<file path="config.mk">
export PLATFORM = sky130hd
export DESIGN_NAME = alu_cmd_sequencer
export DESIGN_NICKNAME = d
export VERILOG_FILES = /design/src/rtl/alu_seq_pkg.sv /design/src/rtl/alu_result_sel.sv /design/src/rtl/alu_cmd_sequencer.sv
export SDC_FILE = /design/constraint.sdc
export NUM_CORES = 1
export LEC_CHECK = 0
export ABC_AREA = 0
export CORE_MARGIN = 4
export CORE_UTILIZATION = 40
export DETAILED_ROUTE_END_ITERATION = 12
export PLACE_DENSITY = 0.78
export REMOVE_ABC_BUFFERS = 1
export SLEW_MARGIN = 20
export SYNTH_ARGS = -nofsm -noshare
export SYNTH_HDL_FRONTEND = slang
export SYNTH_SLANG_ARGS = --single-unit
</file>
<file path="constraint.sdc">
create_clock -name clk -period 2.24 [get_ports clk]
set_input_delay 0.448 -clock clk [delete_from_list [all_inputs] [get_ports clk]]
set_output_delay 0.448 -clock clk [all_outputs]
set_load 0.02 [all_outputs]
</file>
<file path="src/rtl/alu_seq_pkg.sv">
// Shared definitions for the ALU command sequencer: function codes, FSM states and result-class flags.
package alu_seq_pkg;

  typedef enum logic [1:0] {
    IDLE  = 2'd0,
    DRIVE = 2'd1,
    WAIT  = 2'd2,
    RESP  = 2'd3
  } state_t;

  localparam logic [3:0] FUNC_ADD = 4'b0000;
  localparam logic [3:0] FUNC_SUB = 4'b0001;
  localparam logic [3:0] FUNC_MUL = 4'b0010;
  localparam logic [3:0] FUNC_DIV = 4'b0011;

  // func[3:2] selects which ALU output bus carries the result
  localparam logic [1:0] CLASS_ARITH = 2'b00;
  localparam logic [1:0] CLASS_LOGIC = 2'b01;
  localparam logic [1:0] CLASS_CMP   = 2'b10;
  localparam logic [1:0] CLASS_SHIFT = 2'b11;

  localparam logic [3:0] FLAG_ARITH = 4'b1000;
  localparam logic [3:0] FLAG_LOGIC = 4'b0100;
  localparam logic [3:0] FLAG_CMP   = 4'b0010;
  localparam logic [3:0] FLAG_SHIFT = 4'b0001;
  localparam logic [3:0] FLAG_NONE  = 4'b0000;

  function automatic logic [3:0] expected_flags(input logic [3:0] func);
    logic [3:0] flags;
    case (func[3:2])
      CLASS_ARITH: flags = FLAG_ARITH;
      CLASS_LOGIC: flags = FLAG_LOGIC;
      CLASS_CMP:   flags = FLAG_CMP;
      default:     flags = FLAG_SHIFT;
    endcase
    return flags;
  endfunction

endpackage

</file>
<file path="src/rtl/alu_result_sel.sv">
// Combinational result selection: picks the ALU bus for the function class, zero-extends it,
// and flags a status mismatch against the class's expected one-hot flag.
module alu_result_sel
  import alu_seq_pkg::*;
#(
  parameter int WIDTH       = 16,
  parameter int ARITH_WIDTH = 2 * WIDTH,
  parameter int CMP_WIDTH   = 3,
  parameter int SHIFT_WIDTH = WIDTH + 1
) (
  input  logic [3:0]             func,
  input  logic [ARITH_WIDTH-1:0] arith_out,
  input  logic [WIDTH-1:0]       logic_out,
  input  logic [CMP_WIDTH-1:0]   cmp_out,
  input  logic [SHIFT_WIDTH-1:0] shift_out,
  input  logic [3:0]             flags,
  output logic [ARITH_WIDTH-1:0] data,
  output logic                   err
);

  always_comb begin
    data = arith_out;
    case (func[3:2])
      CLASS_LOGIC: data = {{(ARITH_WIDTH - WIDTH){1'b0}}, logic_out};
      CLASS_CMP:   data = {{(ARITH_WIDTH - CMP_WIDTH){1'b0}}, cmp_out};
      CLASS_SHIFT: data = {{(ARITH_WIDTH - SHIFT_WIDTH){1'b0}}, shift_out};
      default:     data = arith_out;
    endcase
    err = (flags != expected_flags(func));
  end

endmodule

</file>
<file path="src/rtl/alu_cmd_sequencer.sv">
// Issues one command at a time to an external fixed-latency ALU and returns the selected result.
// Optional macro ALU_SEQ_DIV0_CHECK_EN short-circuits divide-by-zero commands to an error response.
module alu_cmd_sequencer
  import alu_seq_pkg::*;
#(
  parameter int WIDTH       = 16,
  parameter int ARITH_WIDTH = 2 * WIDTH,
  parameter int CMP_WIDTH   = 3,
  parameter int SHIFT_WIDTH = WIDTH + 1,
  parameter int ALU_LAT     = 1
) (
  input  logic                   clk,
  input  logic                   rst,
  input  logic                   cmd_valid,
  output logic                   cmd_ready,
  input  logic [WIDTH-1:0]       cmd_a,
  input  logic [WIDTH-1:0]       cmd_b,
  input  logic [3:0]             cmd_func,
  output logic [WIDTH-1:0]       alu_a,
  output logic [WIDTH-1:0]       alu_b,
  output logic [3:0]             alu_func,
  input  logic [ARITH_WIDTH-1:0] arith_out,
  input  logic [WIDTH-1:0]       logic_out,
  input  logic [CMP_WIDTH-1:0]   cmp_out,
  input  logic [SHIFT_WIDTH-1:0] shift_out,
  input  logic                   arith_flag,
  input  logic                   logic_flag,
  input  logic                   cmp_flag,
  input  logic                   shift_flag,
  input  logic                   carry_out,
  output logic                   rsp_valid,
  input  logic                   rsp_ready,
  output logic [ARITH_WIDTH-1:0] rsp_data,
  output logic [3:0]             rsp_func,
  output logic [3:0]             rsp_flags,
  output logic                   rsp_carry,
  output logic                   rsp_err
);

  localparam logic [3:0] LAT_LOAD = 4'(ALU_LAT);

  state_t                 state;
  logic [3:0]             count;
  logic [3:0]             alu_flags;
  logic [ARITH_WIDTH-1:0] sel_data;
  logic                   sel_err;
  logic                   div0;

  assign alu_flags = {arith_flag, logic_flag, cmp_flag, shift_flag};

`ifdef ALU_SEQ_DIV0_CHECK_EN
  assign div0 = (cmd_func == FUNC_DIV) && (cmd_b == '0);
`else
  assign div0 = 1'b0;
`endif

  alu_result_sel #(
    .WIDTH       (WIDTH),
    .ARITH_WIDTH (ARITH_WIDTH),
    .CMP_WIDTH   (CMP_WIDTH),
    .SHIFT_WIDTH (SHIFT_WIDTH)
  ) u_result_sel (
    .func      (alu_func),
    .arith_out (arith_out),
    .logic_out (logic_out),
    .cmp_out   (cmp_out),
    .shift_out (shift_out),
    .flags     (alu_flags),
    .data      (sel_data),
    .err       (sel_err)
  );

  // cmd_ready is registered so it stays low until the first edge after reset release
  always_ff @(posedge clk or negedge rst) begin
    if (!rst) begin
      state     <= IDLE;
      count     <= '0;
      cmd_ready <= 1'b0;
      alu_a     <= '0;
      alu_b     <= '0;
      alu_func  <= '0;
      rsp_valid <= 1'b0;
      rsp_data  <= '0;
      rsp_func  <= '0;
      rsp_flags <= '0;
      rsp_carry <= 1'b0;
      rsp_err   <= 1'b0;
    end else begin
      case (state)
        IDLE: begin
          cmd_ready <= 1'b1;
          if (cmd_valid && cmd_ready) begin
            cmd_ready <= 1'b0;
            if (div0) begin
              rsp_data  <= '0;
              rsp_func  <= cmd_func;
              rsp_flags <= FLAG_NONE;
              rsp_carry <= 1'b0;
              rsp_err   <= 1'b1;
              rsp_valid <= 1'b1;
              state     <= RESP;
            end else begin
              alu_a    <= cmd_a;
              alu_b    <= cmd_b;
              alu_func <= cmd_func;
              state    <= DRIVE;
            end
          end
        end
        DRIVE: begin
          count <= LAT_LOAD;
          state <= WAIT;
        end
        WAIT: begin
          // The final decrement to zero is the capture cycle
          if (count <= 4'd1) begin
            count     <= '0;
            rsp_data  <= sel_data;
            rsp_func  <= alu_func;
            rsp_flags <= alu_flags;
            rsp_carry <= carry_out;
            rsp_err   <= sel_err;
            rsp_valid <= 1'b1;
            state     <= RESP;
          end else begin
            count <= count - 4'd1;
          end
        end
        RESP: begin
          if (rsp_ready) begin
            rsp_valid <= 1'b0;
            cmd_ready <= 1'b1;
            state     <= IDLE;
          end
        end
        default: state <= IDLE;
      endcase
    end
  end

endmodule
</file>
Word level (Yosys, flattened, before mapping). Index checks and enable logic that the tools add are counted. Widths: inputs -> output; s select.

Register bits after elaboration: 86. Input bits: 113. Output and inout bits: 80.

Add/sub/neg operators: 1. Order comparisons: 1. Equal/unequal tests: 10. Multiplexer cells: 14. Reductions and logical operators: 11.

Operator list (count): $pmux 32 s3 (1); $pmux 4 s3 (1); $eq 2x2->1 const B (4); $pmux 2 s4 (1); $pmux 4 s2 (1); $mux 2 (3); $ne 2x2->1 const B (3); $reduce_and 2->1 (3); $reduce_and 3->1 (2); $reduce_bool 2->1 (3); $eq 2x1->1 const B (2); $le 4x1->1 const B (1); $logic_not 2->1 (2); $mux 1 (4); $mux 4 (1); $ne 4x4->1 (1); $pmux 1 s2 (2); $sub 4x1->4 const B (1); $logic_and 1x1->1 (1).

Depth between registers and ports, before layout.
Depth after elaboration: 3. Mapped depth: 8.

By module. Synthesis repeated with hierarchy kept, for this count alone.

Cells, all modules: 289. Area total of the unflattened synthesis: 3910.0 sq um.

Modules (own cells, without submodules): alu_cmd_sequencer (instances 1, cells each 214, area each 3368.2 sq um, sequential area each 2152.1 sq um); alu_result_sel (instances 1, cells each 75, area each 541.8 sq um, sequential area each 0.0 sq um).

Worst setup path after synthesis. OpenSTA, ideal clock, no wires.

Kind: register to register. From: reg count[0]. To: reg rsp_data[12]. Setup time: 123 ps. Arrival: 1661 ps. Slack: 456 ps. Cell stages (with the launch flop): 9. Path buffers: 2. Clock period less this slack: 1784 ps. Path through: dfrtp_1 inv_1 ha_1 nor2_1 or4b_4 buf_6 buf_6 a221oi_2 nor2_1.

Longest elaborated chain between the ends: 2.

Ends and longest elaborated chain: start: declaration (line alu_cmd_sequencer.sv:43) `logic [3:0] count;`; start signal: assignment (line alu_cmd_sequencer.sv:126) `count <= count - 4'd1;`; $le 4x1->1 (line alu_cmd_sequencer.sv:116) `if (count <= 4'd1) begin`; $reduce_and 2->1 (no line); end signal: assignment (line alu_cmd_sequencer.sv:118) `rsp_data <= sel_data;`; end: declaration (line alu_cmd_sequencer.sv:33) `output logic [ARITH_WIDTH-1:0] rsp_data,`.

No other way between the ends. A chain may end at the register's enable or synchronous reset.

Final worst setup path.
From: reg state[0]. To: reg rsp_err.

Longest elaborated chain between the ends: 2.

Ends and longest elaborated chain: start: declaration (line alu_cmd_sequencer.sv:42) `state_t state;`; start signal: assignment (line alu_cmd_sequencer.sv:76) `state <= IDLE;`; start signal: assignment (line alu_cmd_sequencer.sv:101) `state <= RESP;`; start signal: assignment (line alu_cmd_sequencer.sv:106) `state <= DRIVE;`; $eq 2x2->1 (line alu_cmd_sequencer.sv:89) `case (state)`; $reduce_and 2->1 (no line); end signal: assignment (line alu_cmd_sequencer.sv:122) `rsp_err <= sel_err;`; end: declaration (line alu_cmd_sequencer.sv:37) `output logic rsp_err`.

No other way between the ends.

==> metrics.csv <==
metric,value,unit
place.gp.congestion,0.805,
cts_buffers,9,
synth_cell_types,34,
antenna_found_initial,0,
crit_required,2.52,ns
period_needed,2.08,ns
h-tree-depth,3,
synthAdderAreaFrac,1.61,%
root_buffer,clkbuf_8,
synth_area_leader_cell,dfrtp_1,
grt-ovfl-total,0,
tns,0,ns
layout_common_cells,"clkdlybuf4s50_1, dfrtp_1, nand2_1, mux2_2, nor2_1",
grt_pass1_wl,16.8,mm
report.final.slew_viol_count,0,
syn_to_final_growth,58.4,%
synth_xor_area_share,0,%
tritoncts,yes,
clkSinkCount,86,
placed_cells,642,
dieArea,11300,um^2
ys_seq_area_share,55.4,%
clock_skew,0.0134,ns
yosysTopAreaCellShare,55.4,%
avgSynthCellArea,11.6,um^2
finalSetupViolations,0,
drt-total-wl,10.7,mm
die_y,107,um
drt-initial-drc-count,85,
power.density,1420,nW/um^2
synthArstFlopShare,100,%
syn_area,3880,um^2
grt.busiest_layer,met2,
path_cells,inv_1 > ha_1 > or4b_4 > a41oi_1 > a32o_1,
slowest_stage,or4b_4,
use_met3,5.59,%
power.leakage,0.00266,uW
yosys.area_share.simple,14.2,%
synth_seq_cells,86,
netlist_instances,334,
maxCapViolCount,0,
synth_top_family_by_area,multiplexers,
synth_ff_type,dfrtp_1,
nFillCells,764,
critPathArrivalTime,2.35,ns
vdd_drop_max,704,uV
vias,3199,
use_met1,21.2,%
fmax,482,MHz
fin_nets,643,
ys_warn_count,0,
drt_pass1_iterations,4,
final_hold_viol_count,0,
clk_path_buf_depth,2,
io_buffers,192,
gr-usage-met2,33.7,%
clk_latency,0.35,ns
die-width,107,um
row_count,35,
crit_type,reg2reg,
ant_nets,0,
cp-end-kind,flop,
dp_hpwl,8.14,mm
synth_area_leaders,"dfrtp_1, mux2_2, nand2_1",
hold_path_class,reg2reg,
drive_gt1_share,18.1,%
grt_pass1_vias,3351,
worst_setup_path_start_kind,flop,
io_pins,193,
gr-usage-all-layers,18.7,%
post_cts_buffers,0,
core,9330,um^2
floorplan.initialDensity,41.6,%
final_cells,659,
synth_compound_area_share,8.48,%
tightestPinTransition,0.527,ns
mostFrequentLayoutCell,clkdlybuf4s50_1,
critPathMaxFanout,42,
path_clk_slew,0.10,ns
max_stage_delay,0.76,ns
path_buf_inv,1,
rsz0062_at_grt,no,
placed_area,5960,um^2
wl_per_cell,16.2,um
antenna_cells,0,
status,"complete, no violations",
slew_headroom,64.9,%
min_period_over_period,92.7,%
grt_start_max_net_pins,48,
cp_top_family,simple AND/OR/NAND/NOR gates,
drc,0,
stdcell_area,6150,um^2
synth_mux_area_share,16.5,%
synth_edf_count,0,
drt-vias-per-instance,4.85,
-- cell usage after synthesis (2+ instances only) --
library cell and instances:
nor2_1 32, dfrtp_1 86, o21ai_0 5, inv_1 5
o22ai_1 2, buf_2 11, mux4_2 3, a221oi_2 12
buf_6 4, nor3_1 2, nand2_1 70, buf_1 3
ha_1 5, nand2b_1 2, nor2b_1 2, nand3_1 18
mux2_2 50, a32o_1 3, clkbuf_1 4
-- final timing paths --
check | slack [ns] | cells past startpoint | startpoint | end
setup reg to reg | 0.16 | 5 | state[0] | rsp_err
setup / recovery | 0.16 | 5 | state[0] | rsp_err
hold / removal | 0.47 | 2 | rsp_data[20] | rsp_data[20]
max in group asynchronous | 1.13 | 3 | rst | rsp_data[13]
hold reg to reg | 0.47 | 2 | rsp_data[20] | rsp_data[20]
min in group asynchronous | 0.48 | 2 | rst | rsp_data[22]
-- metal layers --
| metal | vias up | part of all wire [%] |
|---|---|---|
| met3 | 17 | 6.4 |
| met1 | 1555 | 39 |
| met2 | 84 | 53 |
| li1 | 1543 | - |
| met4 | 0 | 1.7 |
| met5 | - | 0 |
-- power by group --
group	leakage, uW	switching [uW]	internal [uW]
Sequential	0.00105	451	2310
Combinational	0.00152	2550	2440
Clock	0.0000952	590	420
-- metrics by stage --
| stage | hold WS [ns] | power (uW) | util [%] | setup slack, ns |
|---|---|---|---|---|
| floorplan | 0.152 | 5470 | - | -0.607 |
| global placement | 0.316 | 7720 | 63.9 | 0.213 |
| detailed placement | 0.319 | 7840 | 63.9 | 0.161 |
| CTS | 0.470 | 8870 | 65.9 | 0.147 |
| global route | 0.481 | 9360 | 65.9 | 0.0305 |
| finish | 0.474 | 8760 | 65.9 | 0.164 |
-- sequential cells by signal, indices dropped and copies added (netlist names) --
| register | flops |
|---|---|
| rsp_data | 32 |
| alu_a | 16 |
| alu_b | 16 |
| alu_func | 4 |
| count | 4 |
| rsp_flags | 4 |
| rsp_func | 4 |
| state | 2 |
| cmd_ready | 1 |
| rsp_carry | 1 |
| rsp_err | 1 |
| rsp_valid | 1 |
-- area by class of cell --
type	instances	area [um^2]	area share, %
clock inverter	7	53.8	0.875
timing repair buffer	202	2030	33.1
multi-input combinational	221	1600	26.1
tap	129	161	2.63
sequential	86	2150	35.0
inverter	5	18.8	0.305
clock buffer	9	124	2.02
-- kinds of logic (layout without fill, tap and decap cells) --
logic type | Yosys count | count (layout)
AOI/OAI and AO/OA | 32 | 32
adders and majority gates | 5 | 5
buffers and inverters | 27 | 223
DFF | 86 | 86
muxes | 54 | 54
and+or+nand+nor | 130 | 130
-- repair_timing --
action,CTS,global route
endpoints found under the hold margin,12,0
resized for setup,0,1
endpoints found under the setup margin,0,1
hold buffers,1,0
-- tightest hold or removal path, delay by kind of cell, from the launching register on --
| family | cells | cell delay (ns) |
|---|---|---|
| flip-flops | 1 | 0.35 |
| AND/OR/NAND/NOR | 2 | 0.10 |
Power figures use the tool's default switching activity.
